## src/rtl/bp_train_scheduler.sv

```systemverilog
// Training scheduler for branch_predictor: buffers resolved branches from two execute ports in an
// in-order FIFO and drains one per cycle, giving mispredict GHR recovery strict priority.
module bp_train_scheduler #(
    parameter int GH    = 4,
    parameter int DEPTH = 8
) (
    input  logic                       clock,
    input  logic                       reset_n,
    input  logic                       res0_valid_i,
    input  logic [31:0]                res0_pc_i,
    input  logic [31:0]                res0_target_i,
    input  logic                       res0_taken_i,
    input  logic [GH-1:0]              res0_ghr_i,
    input  logic                       res1_valid_i,
    input  logic [31:0]                res1_pc_i,
    input  logic [31:0]                res1_target_i,
    input  logic                       res1_taken_i,
    input  logic [GH-1:0]              res1_ghr_i,
    output logic                       res_ready_o,
    input  logic                       mispred_valid_i,
    input  logic [GH-1:0]              mispred_ghr_i,
    output logic                       train_valid_o,
    output logic [31:0]                train_pc_o,
    output logic [31:0]                train_actual_target_o,
    output logic                       train_actual_taken_o,
    output logic [GH-1:0]              train_ghr_snapshot_o,
    output logic                       recover_mispredict_pulse_o,
    output logic [GH-1:0]              recover_ghr_snapshot_o,
    output logic [$clog2(DEPTH):0]     count_o,
    output logic                       overflow_o
);
    localparam int AW = $clog2(DEPTH);
    localparam int CW = AW + 1;
    localparam int EW = 65 + GH;

    localparam logic [1:0] S_IDLE    = 2'd0;
    localparam logic [1:0] S_DRAIN   = 2'd1;
    localparam logic [1:0] S_RECOVER = 2'd2;

    logic [1:0]    state;
    logic [1:0]    next_state;
    logic [CW-1:0] count;
    logic [AW-1:0] wr_ptr;
    logic [AW-1:0] wr1_ptr;
    logic [AW-1:0] rd_ptr;
    logic [EW-1:0] mem [DEPTH];
    logic          ready;
    logic          push0;
    logic          push1;
    logic          do_pop;
    logic [CW-1:0] count_next;
    logic [EW-1:0] head;

    assign ready       = (count <= CW'(DEPTH - 2));
    assign res_ready_o = ready;
    assign push0       = ready && res0_valid_i;
    assign push1       = ready && res1_valid_i;
    assign do_pop      = !mispred_valid_i && (count != '0);
    assign wr1_ptr     = wr_ptr + AW'(push0);
    assign count_next  = count - CW'(do_pop) + CW'(push0) + CW'(push1);
    assign head        = mem[rd_ptr];

    assign count_o                    = count;
    assign train_valid_o              = (state == S_DRAIN);
    assign recover_mispredict_pulse_o = (state == S_RECOVER);

    always_comb begin
        next_state = S_IDLE;
        if (mispred_valid_i) begin
            next_state = S_RECOVER;
        end else if (count != '0) begin
            next_state = S_DRAIN;
        end
    end

    // Storage carries no reset; occupancy alone decides which slots hold live entries.
    always_ff @(posedge clock) begin
        if (push0) begin
            mem[wr_ptr] <= {res0_pc_i, res0_target_i, res0_taken_i, res0_ghr_i};
        end
        if (push1) begin
            mem[wr1_ptr] <= {res1_pc_i, res1_target_i, res1_taken_i, res1_ghr_i};
        end
    end

    always_ff @(posedge clock or negedge reset_n) begin
        if (!reset_n) begin
            state                  <= S_IDLE;
            count                  <= '0;
            wr_ptr                 <= '0;
            rd_ptr                 <= '0;
            overflow_o             <= 1'b0;
            train_pc_o             <= '0;
            train_actual_target_o  <= '0;
            train_actual_taken_o   <= 1'b0;
            train_ghr_snapshot_o   <= '0;
            recover_ghr_snapshot_o <= '0;
        end else begin
            state  <= next_state;
            count  <= count_next;
            wr_ptr <= wr_ptr + AW'(push0) + AW'(push1);
            if (!ready && (res0_valid_i || res1_valid_i)) begin
                overflow_o <= 1'b1;
            end
            if (mispred_valid_i) begin
                recover_ghr_snapshot_o <= mispred_ghr_i;
            end
            if (do_pop) begin
                rd_ptr <= rd_ptr + AW'(1);
                {train_pc_o, train_actual_target_o, train_actual_taken_o, train_ghr_snapshot_o} <= head;
            end
        end
    end
endmodule
```

## config.mk

```make
export PLATFORM = sky130hd
export DESIGN_NAME = bp_train_scheduler
export DESIGN_NICKNAME = d
export VERILOG_FILES = /design/src/rtl/bp_train_scheduler.sv
export SDC_FILE = /design/constraint.sdc
export NUM_CORES = 1
export LEC_CHECK = 0
export BUFFER_PORTS_ARGS = -buffer_cell sky130_fd_sc_hd__buf_2
export CAP_MARGIN = 15
export CORE_MARGIN = 3
export CORE_UTILIZATION = 35
export CTS_BUF_LIST = sky130_fd_sc_hd__clkbuf_2
export CTS_CLUSTER_SIZE = 14
export DETAILED_ROUTE_END_ITERATION = 7
export PLACE_DENSITY = 0.53
export RECOVER_POWER = 50
export SYNTH_ARGS = -nofsm -noshare
export SYNTH_HDL_FRONTEND = slang
export SYNTH_SLANG_ARGS = --single-unit
```

## constraint.sdc

```tcl
create_clock -name clock -period 14.5 [get_ports clock]
set_input_delay 2.175 -clock clock [delete_from_list [all_inputs] [get_ports clock]]
set_output_delay 2.175 -clock clock [all_outputs]
set_load 0.01 [all_outputs]
```

# ---- Word level (Yosys, flattened, before mapping)
# Memories as Yosys holds them, arrays and structs flattened. A register that Yosys moved wholly into a read port is not among the register bits.
# Cells that the tools add are included.
# Widths: inputs -> output; s select.
dict set report op_classes {
  addsub 6
  magnitude_cmp 1
  n_eq_ne 2
  n_mux 6
  reduce_logical 9
}
# op n
set ops {}
lappend ops {{$add 4x1->4} 2}
lappend ops {{$add 3x1->3} 2}
lappend ops {{$mux 1} 5}
lappend ops {{$le 4x3->1 const B} 1}
lappend ops {{$logic_and 1x1->1} 4}
lappend ops {{$reduce_bool 4->1} 1}
lappend ops {{$sub 4x1->4} 1}
lappend ops {{$add 3x1->3 const B} 1}
lappend ops {{$logic_not 1->1} 3}
lappend ops {{$eq 2x1->1 const B} 1}
lappend ops {{$eq 2x2->1 const B} 1}
lappend ops {{$mux 2} 1}
lappend ops {{$logic_or 1x1->1} 1}
dict set report totals {
  ff_bits 17
  mem_bits_rw 552
  inputBits 147
  out_inout_bits 81
  elab_cells 31
  memories 1
}
# memory words word_bits read_ports rd_ports_with_merged_regs write_ports line_no
set memory_table {}
lappend memory_table {mem 8 69 1 1 2 46} ;# logic [EW-1:0] mem [DEPTH];

# ---- Longest topological paths before layout
dict set report logic_depth {
  depth_word 5
  depth_mapped 13
  depth_no_buf 12
}

# ---- Least setup slack after synthesis
# OpenSTA, ideal clock, no wires.
dict set report synth_path {
  path_type {input to register}
  startpoint {in res0_valid_i}
  endpoint {mem mem[0][0] (netlist bit), enable pin}
  setup_ns 0.598
  arrival_ns 7.519
  required_time_ns 13.902
  slack_ns 6.382
  path_stages 4
  path_buffers 0
  path_cell_list {nand2_1 > inv_1 > nand2b_1 > o31ai_1}
}
# item line_no
set synth_lines {}
lappend synth_lines {{from (decl)} 9} ;# input logic res0_valid_i,
lappend synth_lines {{to (decl)} 46}

# ---- Worst setup path in the final report
dict set report layout_path {
  startpoint {in mispred_valid_i}
  endpoint {reg train_pc_o[7] (read register of mem)}
}
dict set report layout_via {
  elab_chain_len 2
}
# item line_no
set layout_lines {}
lappend layout_lines {{from (decl)} 20} ;# input logic mispred_valid_i,
lappend layout_lines {{$logic_not 1->1} 58} ;# assign do_pop = !mispred_valid_i && (count != '0);
lappend layout_lines {{$logic_and 1x1->1} 58}
lappend layout_lines {{to (decl)} 23} ;# output logic [31:0] train_pc_o,
# No other way between the ends.
# A chain may end at the register's enable or synchronous reset.

==> impl_metrics.yaml <==
cts:
  clock_path_buffers: 3
  cts.clk_slew.worst_paths_ns: 0.09
  cts_repair_resize_count: 0
  cts_hold_buf: 0
  post_cts_buffers: 0
  cts_buffers: 177
  cts_num_sinks: 638
  clock_latency_ns: 1.36
  clockRootBuffer: "clkbuf_2"
  tritoncts: "done"
  htree_levels: 4
sta:
  rsz0062_at_grt: "false"
  worstMarginPinSlew_ns: 4.04
  final.period_utilization_pct: 62.9
  fin_crit_ns: 9.11
  setup_tns_ns: 0
  hold_viol: 0
  slew_violations: 783
  fmax_mhz: 110
  slew_headroom_pct: -170
  fin_skew_ns: 0.0836
  setup_viol: 0
worst_setup_path:
  path_max_fanout: 72
  crit_start: "mispred_valid_i"
  reg2reg_from: "count_o[2]"
  worstSetupEndpointType: "flip-flop"
  crit_type: "in2reg"
  startpoint_type: "input port"
  crit_arrival_ns: 10.30
  critPathRequiredTime_ns: 15.69
floorplanning:
  die_w_um: 304
  io_pins: 228
  start_util_pct: 35.5
  die-height_um: 304
  die_area_um2: 92400
  rows: 108
  core-area_um2: 87400
power:
  leakage_nw: 13.0
  ir_worst_vdd_v: 0.000170
  power_density_nw_per_um2: 190
global_routing:
  grt_max_degree: 112
  grt_overflow_total: 0
  grt_use_total_pct: 19.6
  grt_pass1_vias: 20500
  grt_pass1_wl_um: 135000
  antenna_found_initial: 22
yosys:
  ys.flop_type: "edfxtp_1"
  synth_nets: 2185
  yosysTopAreaCell: "edfxtp_1"
  yosysMostFrequentCell: "edfxtp_1"
  async_flop_share_pct: 13.5
  synth-seq-cells: 638
  synth_cell_types: 34
  syn-cell-area_um2: 31100
  synth_seq_area_share_pct: 60.3
  yosys-top-cells-area: "edfxtp_1 (53%), mux2_2 (19%), mux2i_1 (8.9%), dfrtp_1 (6.9%), a22oi_1 (3.3%)"
  synth_cells: 2026
  synth_top_area_share_pct: 53.4
  synth_warnings: 0
  synth_edf_count: 552
  avgSynthCellArea_um2: 15.3
  yosys-top-cells-count: "edfxtp_1 (552), mux2_2 (522), mux2i_1 (276)"
run:
  maxCapViolCount: 24
min_path:
  holdCritPathClass: "reg2reg"
  min_from: "train_pc_o[25]"
placement:
  dp.final_hpwl_um: 50400
  gp_congestion: 0.752
  io_buffer_count: 227
  place_area_um2: 33500
  placed_cells: 3317
layout:
  final_area_um2: 34800
  drive_gt1_share_pct: 41.1
  finalCoreUtilization_pct: 39.8
  layout.nets: 2501
  instances_no_fill: 3652
  area_growth_pct: 11.9
route:
  drt_iter0_drc: 1381
  drcViolationCount: 0
  wl_per_cell_um: 25.0
  first_pass_iters: 5
  totalWireLength_um: 91400
  vias: 19200
  ant_nets: 0
  viasPerCell: 5.25
outcome:
  status: "finished, violations left"
  violations: "capacitance limit, slew limit"
[registers in the layout, summed over array words and instances, names as in the netlist]
signal	count
mem	552
train_actual_target_o	32
train_pc_o	32
count_o	4
recover_ghr_snapshot_o	4
train_ghr_snapshot_o	4
rd_ptr	3
wr_ptr	3
state	2
overflow_o	1
train_actual_taken_o	1
[cell type report]
type,count,area (µm²)
well taps,1155,1450
inverters,10,41.3
clock inverters,35,201
fillers,8316,52700
repair buffers,271,1320
diodes,15,37.5
flip-flops and latches,638,18700
clock buffers,284,1420
multi-input cells,1244,11600
[layer usage]
| metal | part of all wire, % | up-vias | global-route usage [%] |
|---|---|---|---|
| li1 | - | 8619 | - |
| met1 | 46 | 9798 | 26.9 |
| met2 | 46 | 575 | 30.7 |
| met3 | 5.9 | 160 | 4.51 |
| met4 | 1.9 | 8 | 6.22 |
| met5 | 0.074 | - | 0 |
[cell families after synthesis]
family          Yosys count  share of synthesized area [%]
xor+xnor                  8                          0.250
buf+inv                 144                           2.36
mux                     832                           29.4
simple gates            241                           3.49
fa+ha+maj                12                          0.532
compound gates          151                           3.65
flops                   638                           60.3
[final timing paths]
kind / endpoint / slack (ns) / cells past startpoint
hold reg to reg: train_pc_o[25] / 0.48 / 2
min in group asynchronous: train_actual_target_o[3] / 1.67 / 1
max in group asynchronous: rd_ptr[0] / 8.44 / 3
hold / removal: train_pc_o[25] / 0.48 / 2
setup / recovery: train_pc_o[7] / 5.39 / 6
setup reg to reg: train_pc_o[7] / 5.97 / 7
[layout by cell type, fill, tap and decap left out, drive strengths merged]
| master | instances |
|---|---|
| a22oi | 138 |
| mux2i | 276 |
| clkinvlp | 8 |
| nor4b | 2 |
| clkinv | 26 |
| clkbuf | 382 |
| nor2b | 4 |
| inv | 10 |
| a21o | 2 |
| and3 | 1 |
| nand2 | 149 |
| a21oi | 1 |
| bufinv | 1 |
| diode | 15 |
| a21bo | 1 |
| mux2 | 556 |
| edfxtp | 552 |
| o31ai | 2 |
| nand2b | 3 |
| ha | 10 |
| nor3 | 4 |
| xor2 | 4 |
| fa | 2 |
| buf | 173 |
| nand3 | 72 |
| dfrtp | 86 |
| nor2 | 4 |
| and2 | 2 |
| o21bai | 7 |
| xnor2 | 4 |
[through the flow]
step	power, mW	setup WS [ns]	hold slack [ns]
after global placement	5.35	8.22	0.453
final	6.60	5.39	0.480
after detailed placement	5.39	8.13	0.458
after floorplan	4.49	6.38	0.492
after global routing	7.01	4.97	0.503
after CTS	6.74	9.13	0.481
[power breakdown]
part / switching [mW] / internal, mW
registers: 0.182 / 2.63
clock network: 0.789 / 0.533
logic: 1.55 / 0.918
[worst max-delay path, stage by stage]
cell	delay, ns
clkbuf_1	0.49
a21o_1	2.35
clkinvlp_2	2.94
clkbuf_1	1.46
nand3_1	0.73
nand2_1	0.11
(Power assumes the default switching activity.)
